### src/rtl/add_pkg.sv
// Shared types and constants for the accumulate stage that sits in front of an external 32-bit adder.
// The optional saturation feature is controlled by the ACC_SAT_EN macro.
package add_pkg;

    typedef enum logic [0:0] {
        ST_ACC = 1'b0,
        ST_OUT = 1'b1
    } state_t;

    localparam logic [31:0] SAT_POS = 32'h7FFF_FFFF;
    localparam logic [31:0] SAT_NEG = 32'h8000_0000;

    // The clamp direction follows the sign of the accumulator-side operand.
    function automatic logic [31:0] sat_value(input logic a_sign);
        return a_sign ? SAT_NEG : SAT_POS;
    endfunction

endpackage

### src/rtl/add_acc_stage.sv
// Burst accumulator driving an external 32-bit adder; one result per burst.
// Define ACC_SAT_EN to clamp the accumulator on signed overflow instead of wrapping.
module add_acc_stage
    import add_pkg::*;
#(
    parameter int CNT_W = 8
) (
    input  logic             clk,
    input  logic             rst_n,
    input  logic             op_valid,
    output logic             op_ready,
    input  logic [31:0]      op_data,
    input  logic             op_sub,
    input  logic             op_clr,
    input  logic             op_last,
    output logic [31:0]      add_a,
    output logic [31:0]      add_b,
    output logic             add_cin,
    input  logic [31:0]      add_sum,
    input  logic             add_cout,
    input  logic             add_ovf,
    output logic             res_valid,
    input  logic             res_ready,
    output logic [31:0]      res_data,
    output logic             res_ovf,
    output logic [CNT_W-1:0] res_cnt,
    output state_t           dbg_state
);

    // Handshakes: a transfer happens on a rising edge where valid and ready are both 1;
    // op_ready depends only on state, never on op_valid, and payloads hold while valid waits.

    localparam logic [CNT_W-1:0] CNT_ONE = {{(CNT_W-1){1'b0}}, 1'b1};
    localparam logic [CNT_W-1:0] CNT_MAX = {CNT_W{1'b1}};

    state_t           state;
    logic [31:0]      acc;
    logic             ovf;
    logic [CNT_W-1:0] cnt;

    logic             accept;
    logic             release_res;
    logic [31:0]      acc_next;
    logic [CNT_W-1:0] cnt_next;
    logic             unused_cout;

    // Carry-out carries no meaning for signed accumulation.
    assign unused_cout = add_cout;

    assign add_a   = op_clr ? 32'h0 : acc;
    assign add_b   = op_sub ? ~op_data : op_data;
    assign add_cin = op_sub;

    assign op_ready    = (state == ST_ACC);
    assign res_valid   = (state == ST_OUT);
    assign accept      = op_valid & op_ready;
    assign release_res = res_valid & res_ready;

    assign res_data  = acc;
    assign res_ovf   = ovf;
    assign res_cnt   = cnt;
    assign dbg_state = state;

    always_comb begin
        acc_next = add_sum;
`ifdef ACC_SAT_EN
        if (add_ovf) begin
            acc_next = sat_value(add_a[31]);
        end
`endif
    end

    always_comb begin
        cnt_next = cnt;
        if (op_clr) begin
            cnt_next = CNT_ONE;
        end else if (cnt != CNT_MAX) begin
            cnt_next = cnt + CNT_ONE;
        end
    end

    always_ff @(posedge clk or negedge rst_n) begin
        if (!rst_n) begin
            state <= ST_ACC;
            acc   <= 32'h0;
            ovf   <= 1'b0;
            cnt   <= '0;
        end else begin
            if (accept) begin
                acc <= acc_next;
                ovf <= (op_clr ? 1'b0 : ovf) | add_ovf;
                cnt <= cnt_next;
                if (op_last) begin
                    state <= ST_OUT;
                end
            end else if (release_res) begin
                state <= ST_ACC;
                acc   <= 32'h0;
                ovf   <= 1'b0;
                cnt   <= '0;
            end
        end
    end

endmodule

### config.mk
export PLATFORM = sky130hd
export DESIGN_NAME = add_acc_stage
export DESIGN_NICKNAME = d
export VERILOG_FILES = /design/src/rtl/add_pkg.sv /design/src/rtl/add_acc_stage.sv
export SDC_FILE = /design/constraint.sdc
export NUM_CORES = 1
export LEC_CHECK = 0
export ABC_AREA = 1
export BUFFER_PORTS_ARGS = -buffer_cell sky130_fd_sc_hd__buf_2
export CORE_UTILIZATION = 43
export CTS_CLUSTER_DIAMETER = 200
export DETAILED_ROUTE_END_ITERATION = 10
export GPL_TIMING_DRIVEN = 0
export PLACE_DENSITY = 0.92
export SLEW_MARGIN = 10
export SYNTH_ARGS = -nofsm -noshare
export SYNTH_HDL_FRONTEND = slang
export SYNTH_SLANG_ARGS = --single-unit
### constraint.sdc
create_clock -name clk -period 1.9 [get_ports clk]
set_input_delay 0.19 -clock clk [delete_from_list [all_inputs] [get_ports clk]]
set_output_delay 0.19 -clock clk [all_outputs]
set_load 0.02 [all_outputs]
==> reports/metrics.yaml <==
floorplanning:
  die_h_um: 75.71
  core_area_mm2: 0.005172
  fp-row-count: 26
  die_area_mm2: 0.005731
  start_util_pct: 45.16
  ios: 182
  die_x_um: 75.71
timing:
  setup_viol: 0
  drv_slew: 0
  slew_headroom_pct: 37.65
  rsz0062_at_grt: "false"
  fmax_ghz: 0.6993
  min_period_over_period_pct: 75.26
  max_slew.worst_pin.slew_ps: 935.2
  setup_tns_ps: 0
  hold_violations: 0
  clock_skew_ps: 3.980
  period_needed_ps: 1430
global_route:
  grt_pass1_wl_mm: 9.894
  first_global_vias: 2295
  track_usage_pct: 23.27
  overflow: 0
  grt_max_degree: 43
  antenna_found_initial: 0
placed_design:
  dpl-instance-area_mm2: 0.003314
  dp_hpwl_mm: 5.554
  io_buffers: 178
  gp_congestion: 0.8658
final_layout:
  multi_input_area_mm2: 0.001025
  drive_above_1_share_pct: 44.05
  fin_nets: 552
  regArea_mm2: 0.001051
  syn_to_final_growth_pct: 46.44
  final_area_mm2: 0.003421
  diodes: 0
  fillers: 436
synth:
  syn_area_mm2: 0.002336
  yosysUniqueCellTypes: 24
  yosys.area.top_type: "dfrtp_1"
  synth_seq_cells: 42
  async_flop_share_pct: 100.0
  syn_nets: 367
  synth-main-ff-cell: "dfrtp_1"
  synth_edf_count: 0
  synth.avg_cell_area_um2: 7.973
  yosys_warnings: 0
  synth.top_cell.area_share_pct: 44.99
  synth.area.top_cells: "dfrtp_1 45%, xor2_1 12%, nand2_1 11%, nor2_1 6.4%, inv_1 5.9%"
  synthMostInstantiatedCell: "nand2_1"
  ys_seq_area_share_pct: 44.99
  syn-instance-count: 293
  ys_top_cells_by_count: "66 x nand2_1, 42 x dfrtp_1, 40 x nor2_1"
clock_network:
  clk_path_buf_depth: 2
  post_cts_buffers: 0
  cts.htree.levels: 2
  cts_tree: "done"
  cts_root_buf: "clkbuf_8"
  cts_buffers: 5
  cts.sinks: 42
  ctsResizeCount: 0
  cts_hold_buffers: 0
  cts.clk_slew.worst_paths_ps: 70
  insertion_delay_ps: 290
route:
  vias: 2507
  drt_iter0_markers: 97
  dr.pass1.iters: 4
  avgRoutedWirePerCell_um: 12.69
  ant_nets: 0
  drt-total-wl_mm: 6.966
  drc: 0
  via_per_inst: 4.566
status:
  outcome: "completed"
critical_path:
  cp_max_fo: 8
  reg2reg_slack_ps: 470
  regToRegStartpoint: "res_cnt[0]$_DFFE_PN0P_"
  arrival_ps: 1610
  r2r_cells: 9
  critical_path_class: "reg2reg"
  end_kind: "register"
  cp-start-kind: "register"
  required_ps: 2080
  crit_end: "res_cnt[6]$_DFFE_PN0P_"
  startpoint: "res_cnt[0]$_DFFE_PN0P_"
  r2r_end: "res_cnt[6]$_DFFE_PN0P_"
power_and_ir_drop:
  power_density_mw_per_mm2: 830.7
  peakVddDrop_v: 0.0005278
  p_total_mw: 2.842
  p_leak_nw: 2.053
run:
  maxCapViolations: 0
hold_path:
  hp-class: "in2async"
worst min-delay path by stage:
stage | startpoint | to | slack (ps)
finish | rst_n | res_data[16]$_DFFE_PN0P_ | 30
global route | add_sum[2] | res_data[2]$_DFFE_PN0P_ | 100
CTS | rst_n | res_data[14]$_DFFE_PN0P_ | 60
detailed placement | rst_n | res_data[14]$_DFFE_PN0P_ | 380
global placement | rst_n | res_data[14]$_DFFE_PN0P_ | 370
floorplan | rst_n | dbg_state$_DFFE_PN0P_ | -110
through the flow:
stage	setup slack, ps	util (%)	cells	hold slack (ps)
2_1_floorplan	540.7	-	293	-105.6
3_3_place_gp	544.5	64.08	541	372.0
3_5_place_dp	510.7	64.08	541	384.1
4_1_cts	483.8	66.13	549	64.01
5_1_grt	401.9	66.13	549	100.8
6_report	470.0	66.13	549	30.83
report_power, final:
part | internal [mW] | switching, mW | leakage [nW]
clock | 0.393 | 0.299 | 0.0524
combinational | 0.355 | 0.709 | 1.47
sequential | 1.01 | 0.0737 | 0.535
registers in the layout (all words and copies together), names as in the netlist:
name,flops
res_data,32
res_cnt,8
dbg_state,1
res_ovf,1
critical path: stages, from the launching register on:
cell and delay (ps):
dfrtp_1 450, ha_1 250, nand2_2 100, clkinv_2 80
nand2_2 80, nor2_4 40, nand2_4 90, nand2_4 90
nand2_1 70, nand2_1 60
placed cells by master (no fill, tap or decap):
master     instances
nand3_1            4
nand4_1            2
o21ai_1            9
clkbuf_1           5
ha_1               1
nand2_4            4
buf_2            180
buf_4              7
xor2_1            32
o21ai_0           26
clkinv_2           2
bufinv_16          1
buf_6              1
nand3_4            1
dfrtp_1           42
inv_1             37
nand2_2            2
inv_2              3
clkbuf_2           3
nor2_4             2
a22o_1             1
nor2_1            40
nand2_1           66
clkbuf_8           5
nand3b_1           2
a21oi_1            1
kinds of logic (layout without fill, tap and decap cells):
kind of cell / Yosys count / count (layout) / share of synthesized area [%]
adders and majority gates: 1 / 1 / 0.5355
DFF: 42 / 42 / 44.99
and+or+nand+nor: 123 / 123 / 23.25
buffers and inverters: 58 / 244 / 11.14
AOI/OAI and AO/OA: 37 / 37 / 8.087
xor gates and xnor gates: 32 / 32 / 12.00
layer usage:
metal | global-route usage (%) | vias to the layer above | share of wire [%]
met5 | 0 | - | 0
met1 | 24.34 | 1133 | 38
met4 | 8.025 | 0 | 1.5
met3 | 4.894 | 10 | 7.0
li1 | - | 1245 | -
met2 | 45.63 | 119 | 54
layout make-up:
type | count | area share [%]
Buffer | 16 | 2.926
Timing Repair Buffer | 178 | 26.04
Inverter | 42 | 4.682
Clock inverter | 1 | 0.8778
Sequential cell | 42 | 30.72
Clock buffer | 7 | 2.231
Tap cell | 70 | 2.560
Multi-Input combinational cell | 193 | 29.96
Note: power is estimated with default switching activity, not from simulation.
